--- src/rtl/flag_status_register.sv ---
// ----------------------------------------------------------------------------
// flag_status_register
//   Architectural NZCV status register sitting behind the ALU. Latches ALU
//   flags on S-type completions, accepts MSR writes, feeds the stored (or
//   bypassed) carry back to the ALU, evaluates the ARM condition field of the
//   issuing instruction and keeps a saturating count of committed flag writes.
//
//   Optional feature macro: STATUS_SPSR_EN adds a saved-status register
//   (spsr) with exception entry/return ports.
//
// Parameters
//   BYPASS     1: cond_pass/carry_out see the value being written this cycle
//              0: cond_pass/carry_out see the registered flags only
//   CNT_W      width of the saturating update counter
//
// Ports
//   clk, rst_n          clock, synchronous active-low reset
//   alu_valid, s_bit    ALU result valid / instruction requests flag update
//   flag_z/n/c/v        ALU flags
//   msr_we, msr_data    software flag write, {N,Z,C,V}
//   cond                condition field of the issuing instruction
//   cond_pass           condition satisfied (combinational)
//   carry_out           C flag to ALU carry input (combinational)
//   nzcv                registered {N,Z,C,V}
//   upd_count           saturating count of committed flag writes
//   exc_entry           exception taken, saves nzcv      (STATUS_SPSR_EN)
//   exc_return          exception return, restores nzcv  (STATUS_SPSR_EN)
//   spsr                saved {N,Z,C,V}                  (STATUS_SPSR_EN)
// ----------------------------------------------------------------------------
module flag_status_register #(
  parameter int unsigned BYPASS = 1,
  parameter int unsigned CNT_W  = 16
) (
  input  logic             clk,
  input  logic             rst_n,
  input  logic             alu_valid,
  input  logic             s_bit,
  input  logic             flag_z,
  input  logic             flag_n,
  input  logic             flag_c,
  input  logic             flag_v,
  input  logic             msr_we,
  input  logic [3:0]       msr_data,
  input  logic [3:0]       cond,
  output logic             cond_pass,
  output logic             carry_out,
  output logic [3:0]       nzcv,
  output logic [CNT_W-1:0] upd_count
`ifdef STATUS_SPSR_EN
  ,
  input  logic             exc_entry,
  input  logic             exc_return,
  output logic [3:0]       spsr
`endif
);

  // Bit positions inside the {N,Z,C,V} nibble
  localparam int unsigned N_BIT = 3;
  localparam int unsigned Z_BIT = 2;
  localparam int unsigned C_BIT = 1;
  localparam int unsigned V_BIT = 0;

  logic [3:0]       nzcv_q, nzcv_d;
  logic [CNT_W-1:0] cnt_q, cnt_d;
  logic             upd;
  logic             wr_en;
  logic [3:0]       wr_val;
  logic [3:0]       eff;

`ifdef STATUS_SPSR_EN
  logic [3:0]       spsr_q, spsr_d;
`endif

  // ARM condition-code evaluation on a {N,Z,C,V} nibble
  function automatic logic cond_eval(input logic [3:0] c, input logic [3:0] f);
    logic n, z, cf, v;
    n  = f[N_BIT];
    z  = f[Z_BIT];
    cf = f[C_BIT];
    v  = f[V_BIT];
    case (c)
      4'h0:    cond_eval = z;
      4'h1:    cond_eval = !z;
      4'h2:    cond_eval = cf;
      4'h3:    cond_eval = !cf;
      4'h4:    cond_eval = n;
      4'h5:    cond_eval = !n;
      4'h6:    cond_eval = v;
      4'h7:    cond_eval = !v;
      4'h8:    cond_eval = cf & !z;
      4'h9:    cond_eval = !cf | z;
      4'hA:    cond_eval = (n == v);
      4'hB:    cond_eval = (n != v);
      4'hC:    cond_eval = !z & (n == v);
      4'hD:    cond_eval = z | (n != v);
      4'hE:    cond_eval = 1'b1;
      default: cond_eval = 1'b0;
    endcase
  endfunction

  // Write-source selection, exc_return > msr_we > ALU update
  always_comb begin
    wr_en  = 1'b0;
    wr_val = nzcv_q;
    upd    = alu_valid & s_bit;
`ifdef STATUS_SPSR_EN
    if (exc_return) begin
      wr_en  = 1'b1;
      wr_val = spsr_q;
    end else
`endif
    if (msr_we) begin
      wr_en  = 1'b1;
      wr_val = msr_data;
    end else if (upd) begin
      wr_en  = 1'b1;
      wr_val = {flag_n, flag_z, flag_c, flag_v};
    end
  end

  // Next-state for the flag register, counter and saved status
  always_comb begin
    nzcv_d = wr_en ? wr_val : nzcv_q;
    cnt_d  = cnt_q;
    if (wr_en && (cnt_q != {CNT_W{1'b1}})) begin
      cnt_d = cnt_q + CNT_W'(1);
    end
`ifdef STATUS_SPSR_EN
    // spsr captures the pre-update flags, so a simultaneous return swaps
    spsr_d = exc_entry ? nzcv_q : spsr_q;
`endif
  end

  // Effective flags seen by the condition check and carry feedback
  always_comb begin
    eff = nzcv_q;
    if ((BYPASS != 0) && wr_en) begin
      eff = wr_val;
    end
    carry_out = eff[C_BIT];
    cond_pass = cond_eval(cond, eff);
  end

  always_ff @(posedge clk) begin
    if (!rst_n) begin
      nzcv_q <= 4'b0000;
      cnt_q  <= '0;
`ifdef STATUS_SPSR_EN
      spsr_q <= 4'b0000;
`endif
    end else begin
      nzcv_q <= nzcv_d;
      cnt_q  <= cnt_d;
`ifdef STATUS_SPSR_EN
      spsr_q <= spsr_d;
`endif
    end
  end

  assign nzcv      = nzcv_q;
  assign upd_count = cnt_q;
`ifdef STATUS_SPSR_EN
  assign spsr      = spsr_q;
`endif

endmodule

--- config.mk ---
export PLATFORM = sky130hd
export DESIGN_NAME = flag_status_register
export DESIGN_NICKNAME = d
export VERILOG_FILES = /design/src/rtl/flag_status_register.sv
export SDC_FILE = /design/constraint.sdc
export NUM_CORES = 1
export LEC_CHECK = 0
export BUFFER_PORTS_ARGS = -buffer_cell sky130_fd_sc_hd__buf_2
export CELL_PAD_IN_SITES_DETAIL_PLACEMENT = 0
export CELL_PAD_IN_SITES_GLOBAL_PLACEMENT = 1
export CORE_MARGIN = 2
export CORE_UTILIZATION = 32
export DETAILED_ROUTE_END_ITERATION = 8
export PLACE_DENSITY = 0.8
export SLEW_MARGIN = 20
export SYNTH_ARGS = -nofsm -noshare
export SYNTH_HDL_FRONTEND = slang
export SYNTH_SLANG_ARGS = --single-unit
--- constraint.sdc ---
create_clock -name clk -period 1.6 [get_ports clk]
set_input_delay 0.08 -clock clk [delete_from_list [all_inputs] [get_ports clk]]
set_output_delay 0.08 -clock clk [all_outputs]
set_load 0.01 [all_outputs]
After elaboration in Yosys (flattened, before gate mapping) --
Index checks and enable logic that the tools add are counted.
Storage, ports and cells: register bits after elaboration 20
Cells by class: $add $sub $neg 1, eq/ne operators 17, muxes and demuxes 6, bitwise logic cells 5, reduce and logical (&&, ||, !) cells 6
Operators with widths (number):
- $eq A4 B4 Y1 const B | 7
- $add A16 B1 Y16 const B | 1
- $eq A4 B3 Y1 const B | 4
- $ne A16 B16 Y1 const B | 1
- $pmux W1 S15 | 1
- $mux W4 | 3
- $eq A4 B2 Y1 const B | 2
- $eq A4 B1 Y1 const B | 1
- $logic_not A1 Y1 | 4
- $logic_not A4 Y1 | 1
- $and A1 B1 Y1 | 3
- $mux W1 | 2
- $or A1 B1 Y1 | 2
- $eq A1 B1 Y1 | 1
- $logic_and A1 B1 Y1 | 1
- $ne A1 B1 Y1 | 1

Longest topological paths before layout --
depth after elaboration 7, mapped depth 7, mapped depth without buffers 7

Worst setup path after synthesis --
OpenSTA, ideal clock, no wires.
path type flip-flop to flip-flop, start reg cnt_q[3] (netlist: upd_count[3]), end reg cnt_q[11] (netlist: upd_count[11]), setup time 115 ps, data arrival time 1701 ps, data required time 1485 ps, slack -216 ps, stages on the path, launching flop included 7, path buffers 0, cell sequence dfxtp_1 > nand4_2 > or4_4 > a31oi_1 > and4_1 > xor2_1 > and2_1
On the way: cells in the longest elaborated chain, start to end 2, elaborated cells between the ends (all ways) 3, those cells by class add/sub (1); eq/ne (1); reduce/logical (1)
RTL lines:
- from (decl) | RTL line 64 | logic [CNT_W-1:0] cnt_q, cnt_d;
- from (signal assigned) | RTL line 153 | cnt_q <= cnt_d;
- parallel branches: the longest is 2 deep, another holds $add A16 B1 Y16
Several ways; the timed one is not identified. A chain may end at the register's enable or synchronous reset.

Final worst setup path --
start reg nzcv_q[0] (netlist: nzcv[0]), end out cond_pass
On the way: cells in the longest elaborated chain, start to end 6, elaborated cells between the ends (all ways) 9, those cells by class eq/ne (2); mux (4); bitwise (2); reduce/logical (1)
RTL lines:
- from (decl) | RTL line 63 | logic [3:0] nzcv_q, nzcv_d;
- from (signal assigned) | RTL line 152 | nzcv_q <= nzcv_d;
- $mux W4 | RTL line 115 | end else if (upd) begin
- $mux W4 | RTL line 112 | if (msr_we) begin
- $mux W4 * | RTL line 137 | if ((BYPASS != 0) && wr_en) begin
- $ne A1 B1 Y1 or $eq A1 B1 Y1 (tied branches)
- $or A1 B1 Y1 or $and A1 B1 Y1 (tied branches) | RTL line 95, 94
- $pmux W1 S15 * | RTL line 81 | case (c)
- to (decl) | RTL line 45 | output logic cond_pass,
Mark *: on every way between the ends. The rest lies on a longest branch, timed or not.

==> metrics.cfg <==
[drt]
dr.first_iter.drc_count = 47
routed_via_density = 4.75
ant_nets = 0
drc_errors = 0
drt-wirelength-per-cell_um = 12.5
vias = 1178
drt_pass1_iterations = 4
drt_wl_total_mm = 3.11

[yosys]
post_synth_main_area_contributors = dfxtp_1, and2_1, xor2_1
post-synth-top-area-fraction = 0.351
ys_seq_area_frac = 0.351
yosysTopAreaCell = dfxtp_1
synth_area_sq_um = 1140
syn-num-nets = 146
synth_seq_cells = 20
synth_cell_types = 38
yosys_warnings = 0
avgSynthCellArea_sq_um = 8.91
syn-instance-count = 128

[clocking]
cts_hold_buf = 0
clk-insertion-delay-late_ps = 290
clock_tree.htree_level_count = 1
clock_sink_count = 20
cts_inserted_buffers = 3
cts_tree = built
path_clk_slew_ps = 110
cts_root_buf = clkbuf_4
cts.path.max_buffers = 2

[timing]
setup_tns_ps = -679
whs_ps = 159
final-setup-viol-count = 4
slew_headroom = 0.804
layout_min_cycle_time_ps = 1970
max_slew.worst_pin.slew_ps = 291
final-max-slew-violation-count = 0
fin_skew_ps = 4.47
worst_slack_ps = -375
max_frequency_ghz = 0.506
hold_violations = 0
final.period_utilization = 1.23
rsz_0062_raised_after_global_routing = true

[final_layout]
final_cell_count_no_fill = 248
antenna-diode-count = 0
filler_cell_count = 297
layout.cells.most_common = buf_2
fin_nets = 221
post_route_cells_drive_above_1_share = 0.540
final_design_area_no_fill_sq_um = 1850
final_cell_mix = buf_2, buf_4, and2_1, dfxtp_1, xor2_1
area_growth_from_synthesis_to_final_layout_pct = 61.8
post-route-util = 0.545

[worst_setup_path]
critPathMaxFanout = 3
critPathRequiredTime_ps = 1520
crit_slowest_cell = dfxtp_1
critical_path.n_buffers_inverters = 1
crit_path_end_kind = output pin
critical-path-top-delay-family = compound AO/OA/AOI/OAI gates
reg2reg_slack_ps = -200
worst_ep_arrival_time_ps = 1890
worst-setup-path-type = reg -> out
worstSetupStartpointType = flip-flop
critical_path.cell_chain = a21boi_2 -> o31ai_4 -> xnor2_2 -> o31ai_2 -> xnor2_1 -> o311ai_1 -> buf_2
critical_path.max_stage_delay_ps = 330

[die]
boundaryPins = 39
initial_core_util = 0.337
core_area_sq_um = 3390
fp-row-count = 21
die_footprint_sq_um = 4060
chipHeight_um = 63.7
die_x_um = 63.7

[placed_design]
place_ws_ps = -132
port-buffer-count = 38
placed_instances = 235
detailedPlacementHpwl_mm = 2.25
dpl-instance-area_sq_um = 1620
gpl.final_weighted_congestion = 0.801

[global_route]
grt_max_degree = 21
grt_overflow = 0
grt_util_all_layers = 0.155
global_route_wire_length_before_repair_mm = 5.09
first_global_vias = 1229
antenna_violations_before_repair = 0

[pwr]
power-per-cell-area_nw_per_um2 = 576
power.ir.vdd_worst_uv = 446
leakagePower_nw = 0.891
total_power_mw = 1.06

[job]
max_cap_viol_count = 0

[min_path]
holdCritPathClass = in -> reg

[run_status]
failing_checks = setup timing
outcome = complete, but fails checks

routing by layer:
layer	routed length, um	GRT usage	vias up
met2	1640	0.286	30
met1	1300	0.173	540
met5	0	0	-
met3	143	0.0304	4
li1	-	-	604
met4	28	0.0625	0
cells by family after synthesis:
logic type | after synthesis | share of synthesized area
XOR/XNOR | 19 | 0.146
flip-flops | 20 | 0.351
AND/OR/NAND/NOR | 57 | 0.289
buffers and inverters | 7 | 0.0241
multiplexers | 1 | 0.00877
adder cells (fa/ha/maj) | 1 | 0.0110
AO/OA/AOI/OAI | 23 | 0.170
worst reg2reg max path: cells and delay by family, from the launching register on:
| family | cells | cell delay, ps |
|---|---|---|
| compound gates | 1 | 180 |
| xor+xnor | 1 | 160 |
| flops | 1 | 370 |
| simple gates | 4 | 1040 |
state kept, by name, summed over array words and instances, names as in the netlist:
| register | cells |
|---|---|
| nzcv | 4 |
| upd_count | 16 |
cell usage after synthesis, drive strengths merged:
cell type  instances
buf                1
and3               2
a21oi              2
nor3               3
nand2b             4
nand4              4
xnor2              9
and2              15
ha                 1
o211ai             2
nor2b              4
a21boi             2
a21o               1
xor2              10
dfxtp             20
a31oi              2
nand2              8
mux2i              1
o311a              3
nand3b             1
a21bo              1
clkbuf             3
nor4               1
nand3              4
o31ai              3
or4                1
nor2               7
inv                3
o311ai             1
and4               3
a211oi             1
o21ai              2
a211o              3
cell type report:
| cell class | count | area, sq um | share of cell area |
|---|---|---|---|
| flip-flops and latches | 20 | 429 | 0.232 |
| clock buffers | 4 | 36.3 | 0.0196 |
| well taps | 46 | 57.6 | 0.0312 |
| inverters | 3 | 11.3 | 0.00610 |
| multi-input cells | 101 | 837 | 0.453 |
| repair buffers | 74 | 475 | 0.257 |
path summary, 6_finish.rpt:
check,start,cells after the start,end
max,nzcv[0],7,cond_pass
min,rst_n,2,upd_count[2]
max reg2reg,upd_count[0],6,upd_count[11]
min reg2reg,upd_count[8],3,upd_count[9]
power by group:
group,total (mW),internal [mW],leakage [nW],switching [mW]
Sequential,0.516,0.506,0.169,0.0100
Clock,0.288,0.139,0.0210,0.150
Combinational,0.260,0.139,0.701,0.121
timing repair:
item | CTS | global route
pin swaps | 5 | 8
endpoints found under the setup margin | 5 | 15
setup buffers | 1 | 8
gates resized for setup | 12 | 16
hold endpoints to repair | 0 | 0
(Power assumes the default switching activity.)
